==> src/rtl/muldiv_sequencer_pkg.sv <==
// Shared pipeline types for the execute stage plus op-class helpers used by the
// multiply/divide sequencer.
package pipes;

  typedef logic [63:0] word_t;

  typedef enum logic [4:0] {
    OP_ADD, OP_SUB, OP_AND, OP_OR, OP_XOR, OP_SLL, OP_SRL, OP_SRA,
    OP_SLT, OP_SLTU, OP_ADDW, OP_SUBW,
    OP_MUL, OP_MULW,
    OP_DIV, OP_DIVU, OP_DIVW, OP_DIVUW,
    OP_REM, OP_REMU, OP_REMW, OP_REMUW
  } op_t;

  typedef struct packed {
    op_t op;
  } control_t;

  typedef enum logic [1:0] {
    ST_IDLE,
    ST_MUL_BUSY,
    ST_DIV_BUSY,
    ST_DONE
  } mdseq_state_t;

  function automatic logic is_mul_op(op_t op);
    return op inside {OP_MUL, OP_MULW};
  endfunction

  function automatic logic is_div_op(op_t op);
    return op inside {OP_DIV, OP_DIVU, OP_DIVW, OP_DIVUW,
                      OP_REM, OP_REMU, OP_REMW, OP_REMUW};
  endfunction

  function automatic logic is_rem_op(op_t op);
    return op inside {OP_REM, OP_REMU, OP_REMW, OP_REMUW};
  endfunction

  function automatic logic is_word_op(op_t op);
    return op inside {OP_ADDW, OP_SUBW, OP_MULW, OP_DIVW, OP_DIVUW,
                      OP_REMW, OP_REMUW};
  endfunction

endpackage

==> src/rtl/muldiv_sequencer_div_fastpath.sv <==
// Combinational divide-by-zero detector; produces the architectural result so
// the divider never has to be started for a zero divisor.
module div_fastpath
  import pipes::*;
(
  input  op_t   op,
  input  word_t a,
  input  word_t b,
  output logic  zero_div,
  output word_t fast_c
);

  logic word_op;

  assign word_op  = is_word_op(op);
  assign zero_div = word_op ? (b[31:0] == 32'd0) : (b == 64'd0);

  // Quotient of x/0 is -1; remainder of x/0 is the dividend (sign-extended for W).
  always_comb begin
    fast_c = '1;
    if (is_rem_op(op)) begin
      fast_c = word_op ? {{32{a[31]}}, a[31:0]} : a;
    end
  end

endmodule

==> src/rtl/muldiv_sequencer.sv <==
// Execute-stage controller: passes ALU results straight through and sequences
// the shared multi-cycle multiplier and divider, holding their result until taken.
module muldiv_sequencer
  import pipes::*;
#(
  parameter bit DIV_FASTPATH = 1'b1
)(
  input  logic     clk,
  input  logic     reset,
  input  logic     in_valid,
  output logic     in_ready,
  input  control_t ctl,
  input  word_t    a,
  input  word_t    b,
  input  word_t    c_alu,
  output logic     out_valid,
  input  logic     out_ready,
  output word_t    c,
  input  logic     flush,
  output logic     mul_start,
  input  logic     mul_done,
  input  word_t    mul_c,
  output logic     div_start,
  input  logic     div_done,
  input  word_t    div_c,
  output logic     kill
);

  mdseq_state_t state_q, state_d;
  word_t        res_q, res_d;
  logic         zero_div;
  word_t        fast_c;
  logic         op_mul, op_div;

  div_fastpath u_fastpath (
    .op       (ctl.op),
    .a        (a),
    .b        (b),
    .zero_div (zero_div),
    .fast_c   (fast_c)
  );

  assign op_mul = is_mul_op(ctl.op);
  assign op_div = is_div_op(ctl.op);

  always_comb begin
    state_d   = state_q;
    res_d     = res_q;
    in_ready  = 1'b0;
    out_valid = 1'b0;
    c         = res_q;
    mul_start = 1'b0;
    div_start = 1'b0;
    kill      = 1'b0;
    unique case (state_q)
      ST_IDLE: begin
        if (op_mul || op_div) begin
          in_ready = 1'b1;
          // A flush in the accept cycle drops the instruction entirely.
          if (in_valid && !flush) begin
            if (op_mul) begin
              mul_start = 1'b1;
              state_d   = ST_MUL_BUSY;
            end else if (DIV_FASTPATH && zero_div) begin
              res_d   = fast_c;
              state_d = ST_DONE;
            end else begin
              div_start = 1'b1;
              state_d   = ST_DIV_BUSY;
            end
          end
        end else begin
          in_ready  = out_ready;
          out_valid = in_valid;
          c         = c_alu;
        end
      end
      ST_MUL_BUSY: begin
        if (flush) begin
          kill    = 1'b1;
          state_d = ST_IDLE;
        end else if (mul_done) begin
          res_d   = mul_c;
          state_d = ST_DONE;
        end
      end
      ST_DIV_BUSY: begin
        if (flush) begin
          kill    = 1'b1;
          state_d = ST_IDLE;
        end else if (div_done) begin
          res_d   = div_c;
          state_d = ST_DONE;
        end
      end
      ST_DONE: begin
        out_valid = 1'b1;
        if (flush || out_ready) begin
          state_d = ST_IDLE;
        end
      end
      default: state_d = ST_IDLE;
    endcase
  end

  always_ff @(posedge clk or posedge reset) begin
    if (reset) begin
      state_q <= ST_IDLE;
      res_q   <= '0;
    end else begin
      state_q <= state_d;
      res_q   <= res_d;
    end
  end

endmodule

==> config.mk <==
export PLATFORM = sky130hd
export DESIGN_NAME = muldiv_sequencer
export DESIGN_NICKNAME = d
export VERILOG_FILES = /design/src/rtl/muldiv_sequencer_pkg.sv /design/src/rtl/muldiv_sequencer_div_fastpath.sv /design/src/rtl/muldiv_sequencer.sv
export SDC_FILE = /design/constraint.sdc
export NUM_CORES = 1
export LEC_CHECK = 0
export CAP_MARGIN = 30
export CORE_AREA = 4 4 153 155
export CTS_BUF_LIST = sky130_fd_sc_hd__clkbuf_8
export DETAILED_ROUTE_END_ITERATION = 10
export DIE_AREA = 0 0 157 159
export GPL_TIMING_DRIVEN = 0
export PLACE_DENSITY_LB_ADDON = 0.12
export SKIP_CTS_REPAIR_TIMING = 1
export SYNTH_ARGS = -nofsm -noshare
export SYNTH_HDL_FRONTEND = slang
export SYNTH_HIERARCHICAL = 1
export SYNTH_SLANG_ARGS = --single-unit
==> constraint.sdc <==
create_clock -name clk -period 4.7 [get_ports clk]
set_clock_uncertainty 0.05 [all_clocks]
set_input_delay 0.94 -clock clk [delete_from_list [all_inputs] [get_ports clk]]
set_output_delay 0.94 -clock clk [all_outputs]
set_load 0.05 [all_outputs]
==> metrics <==
status completed; CTS Buf Count 9; DP Wirelength ~21000 um; GP Congestion 0.793; relative max-transition margin 46.6%; number of remaining DRC errors 0; crit-path max FO 10; fin. max-slew vios 0; fin crit period 4.46 ns; initial core utilization roughly a quarter; Adder-Cell Fraction of Synth Area 0.893%; synth unique cells 41; antenna violations before repair 2; Tot Pwr 7020 uW; post-route clock period utilization 94.9%; die width 157 um; number of global-route vias before repair 6578; Ys Warns 6; largest family of logic cells by synthesized area multiplexers; DRT iter0 DRCs 248; Area growth, synth to finish 86.0%; RSZ-0062 raised after global routing no; Max Cap Violations 0; clk_lat worst skew 0.35 ns; clk sink count 66; core area 21800 um^2; Boundary Pins ~400; Synth Area in Simple Gates 12.8%; die area 25000 um^2; Fill cells 2147; synthesized area 5600 um^2; Setup Viol. Count Final 0; WS Path Type input port to output pin; DR pass1 iterations 4; Site Rows 54; Final Util 47.7%; IO buf count 400; post-synthesis mux area share 30.3%; CP Data Required Time 3.71 ns; CTS clock-pin slew for the worst setup and hold paths 0.08 ns; CP arrival around 3.5 ns; Final Hold Fails 0; Root Driver clkbuf_8; compound-gate portion of the synthesized area about a fifth; Synth Area in XOR/XNOR 0.156%; pin count of the biggest net entering global routing 35; Post-Synthesis Cells 574; post-synthesis sequential area ratio 29.5%; post-route ant nets 0; Crit. End Element output pin; share of cells above drive strength 1 17.7%; placed insts 1256; routed vias/inst 4.79; total track usage 19.9%; Net Count, Synth about 900; total number of vias 6097; final WL 26200 um; Finished Layout Cells 1274; first-pass GRT wire length 38300 um; ratio of total power to cell area approximately 670 nW/um^2; Pleak between 0.004 and 0.005 uW; Die Ht ~160 um; wire per inst a little over 20 um; placed cell area roughly 10000 um^2; Hold Crit Class register to register; Startpoint Class input port; Synth Register Bits 66; H-Tree Depth 3; Avg Cell Area, Syn 9.76 um^2; fin nets 1323; fmax 224 MHz; CTS tree done; actual slew at the worst max-slew pin 0.801 ns; Finished Cell Area approximately 10000 um^2; GRT overflow 0; IR drop worst, VDD 0.000418 V; Max clock buf depth 2
cells in the mapped netlist (all sizes together):
cell     instances  area [um^2]
nand3            1         5.00
nor3             1         5.00
nor4bb           1         10.0
nand2b           4         25.0
a21o            32          240
clkbuf          30          113
nor2            67          251
o21bai           2         15.0
a2111oi          1         27.5
a211oi           3         27.5
a21oi           66          330
and2b            1         7.51
a22oi           65          488
o22a             1         17.5
mux2           130         1690
xnor2            1         8.76
buf             25          181
or2              1         6.26
nand4            5         37.5
nor3b            1         7.51
or3             32          200
a221oi           1         8.76
dfrtp           66         1650
and2             2         13.8
nor4            16          100
inv              5         18.8
or2b             1         7.51
mux2i            1         10.0
o21ai            2         10.0
ha               4         50.1
nor2b            2         12.5
nand2            2         7.51
and3b            2         17.5
critical path, cell delays in order:
cell and delay [ns]:
clkdlybuf4s50_1 0.64, nand2_1 0.19, a211oi_4 0.36, clkbuf_4 0.33, buf_2 0.30, mux2_2 0.38, dlymetal6s2s_1 0.31
area by class of cell:
| cell class | count | area (um^2) | share of cell area (%) |
|---|---|---|---|
| plain buffers | 55 | 298 | 2.86 |
| clock buffers | 12 | 165 | 1.59 |
| clock inverters | 4 | 72.6 | 0.697 |
| multi-input cells | 448 | 3650 | 35.0 |
| repair buffers | 402 | 4200 | 40.4 |
| well taps | 280 | 350 | 3.36 |
| flip-flops and latches | 66 | 1650 | 15.9 |
| diodes | 2 | 5.00 | 0.0480 |
| inverters | 5 | 21.3 | 0.204 |
sequential cells by signal (all words and copies together), names as in the netlist:
name / flops
res_q: 64
state_q: 2
path summary, 6_finish.rpt:
path / start / endpoint / slack, ns / cells past startpoint
worst max-delay path: ctl[1] / c[23] / 0.24 / 7
worst min-delay path: res_q[51] / res_q[51] / 0.46 / 1
worst max register to register: state_q[1] / res_q[61] / 2.09 / 9
worst min register to register: res_q[51] / res_q[51] / 0.46 / 1
max in group asynchronous: reset / res_q[39] / 3.12 / 3
min in group asynchronous: reset / res_q[23] / 0.91 / 2
where the power goes:
part / internal [uW] / total, uW / switching [uW]
Sequential: 878 / 1080 / 199
Clock: 342 / 580 / 238
Combinational: 2330 / 5370 / 3030
stage by stage:
stage | setup TNS, ns | hold slack [ns] | worst slack (ns)
5_1_grt | 0 | 0.480 | 0.0664
3_3_place_gp | -27.08 | 0.445 | -0.521
3_5_place_dp | -26.31 | 0.441 | -0.516
6_report | 0 | 0.462 | 0.241
2_1_floorplan | 0 | 0.427 | 0.755
4_1_cts | -27.41 | 0.466 | -0.533
placed cells by master, fill, tap and decap left out, types with 4 or more instances in the layout:
cell and count:
nor2_1 67, dlymetal6s2s_1 66, a22oi_1 65, clkbuf_1 29, nor4_1 16, mux2_4 60, clkbuf_8 12, dfrtp_1 66
buf_2 9, buf_1 5, clkdlybuf4s50_1 334, a21oi_1 66, nand4_1 4, inv_1 4, ha_1 4, mux2_2 69
or3_1 32, nand2b_1 4, buf_6 10, a21o_1 32
logic make-up (layout without fill, tap and decap cells):
| kind of cell | after synthesis | after routing |
|---|---|---|
| AO/OA/AOI/OAI | 173 | 173 |
| XOR/XNOR | 1 | 1 |
| adder cells (fa/ha/maj) | 4 | 4 |
| buffers and inverters | 60 | 478 |
| flip-flops | 66 | 66 |
| multiplexers | 131 | 131 |
| other | 0 | 2 |
| AND/OR/NAND/NOR | 139 | 139 |
metal layers:
metal | vias up | part of all wire, % | GRT usage [%]
li1 | 2970 | - | -
met4 | 0 | 1.2 | 4.81
met3 | 17 | 7.5 | 4.70
met2 | 242 | 50 | 34.8
met1 | 2868 | 41 | 24.7
met5 | - | 0 | 0
Power figures use the tool's default switching activity.
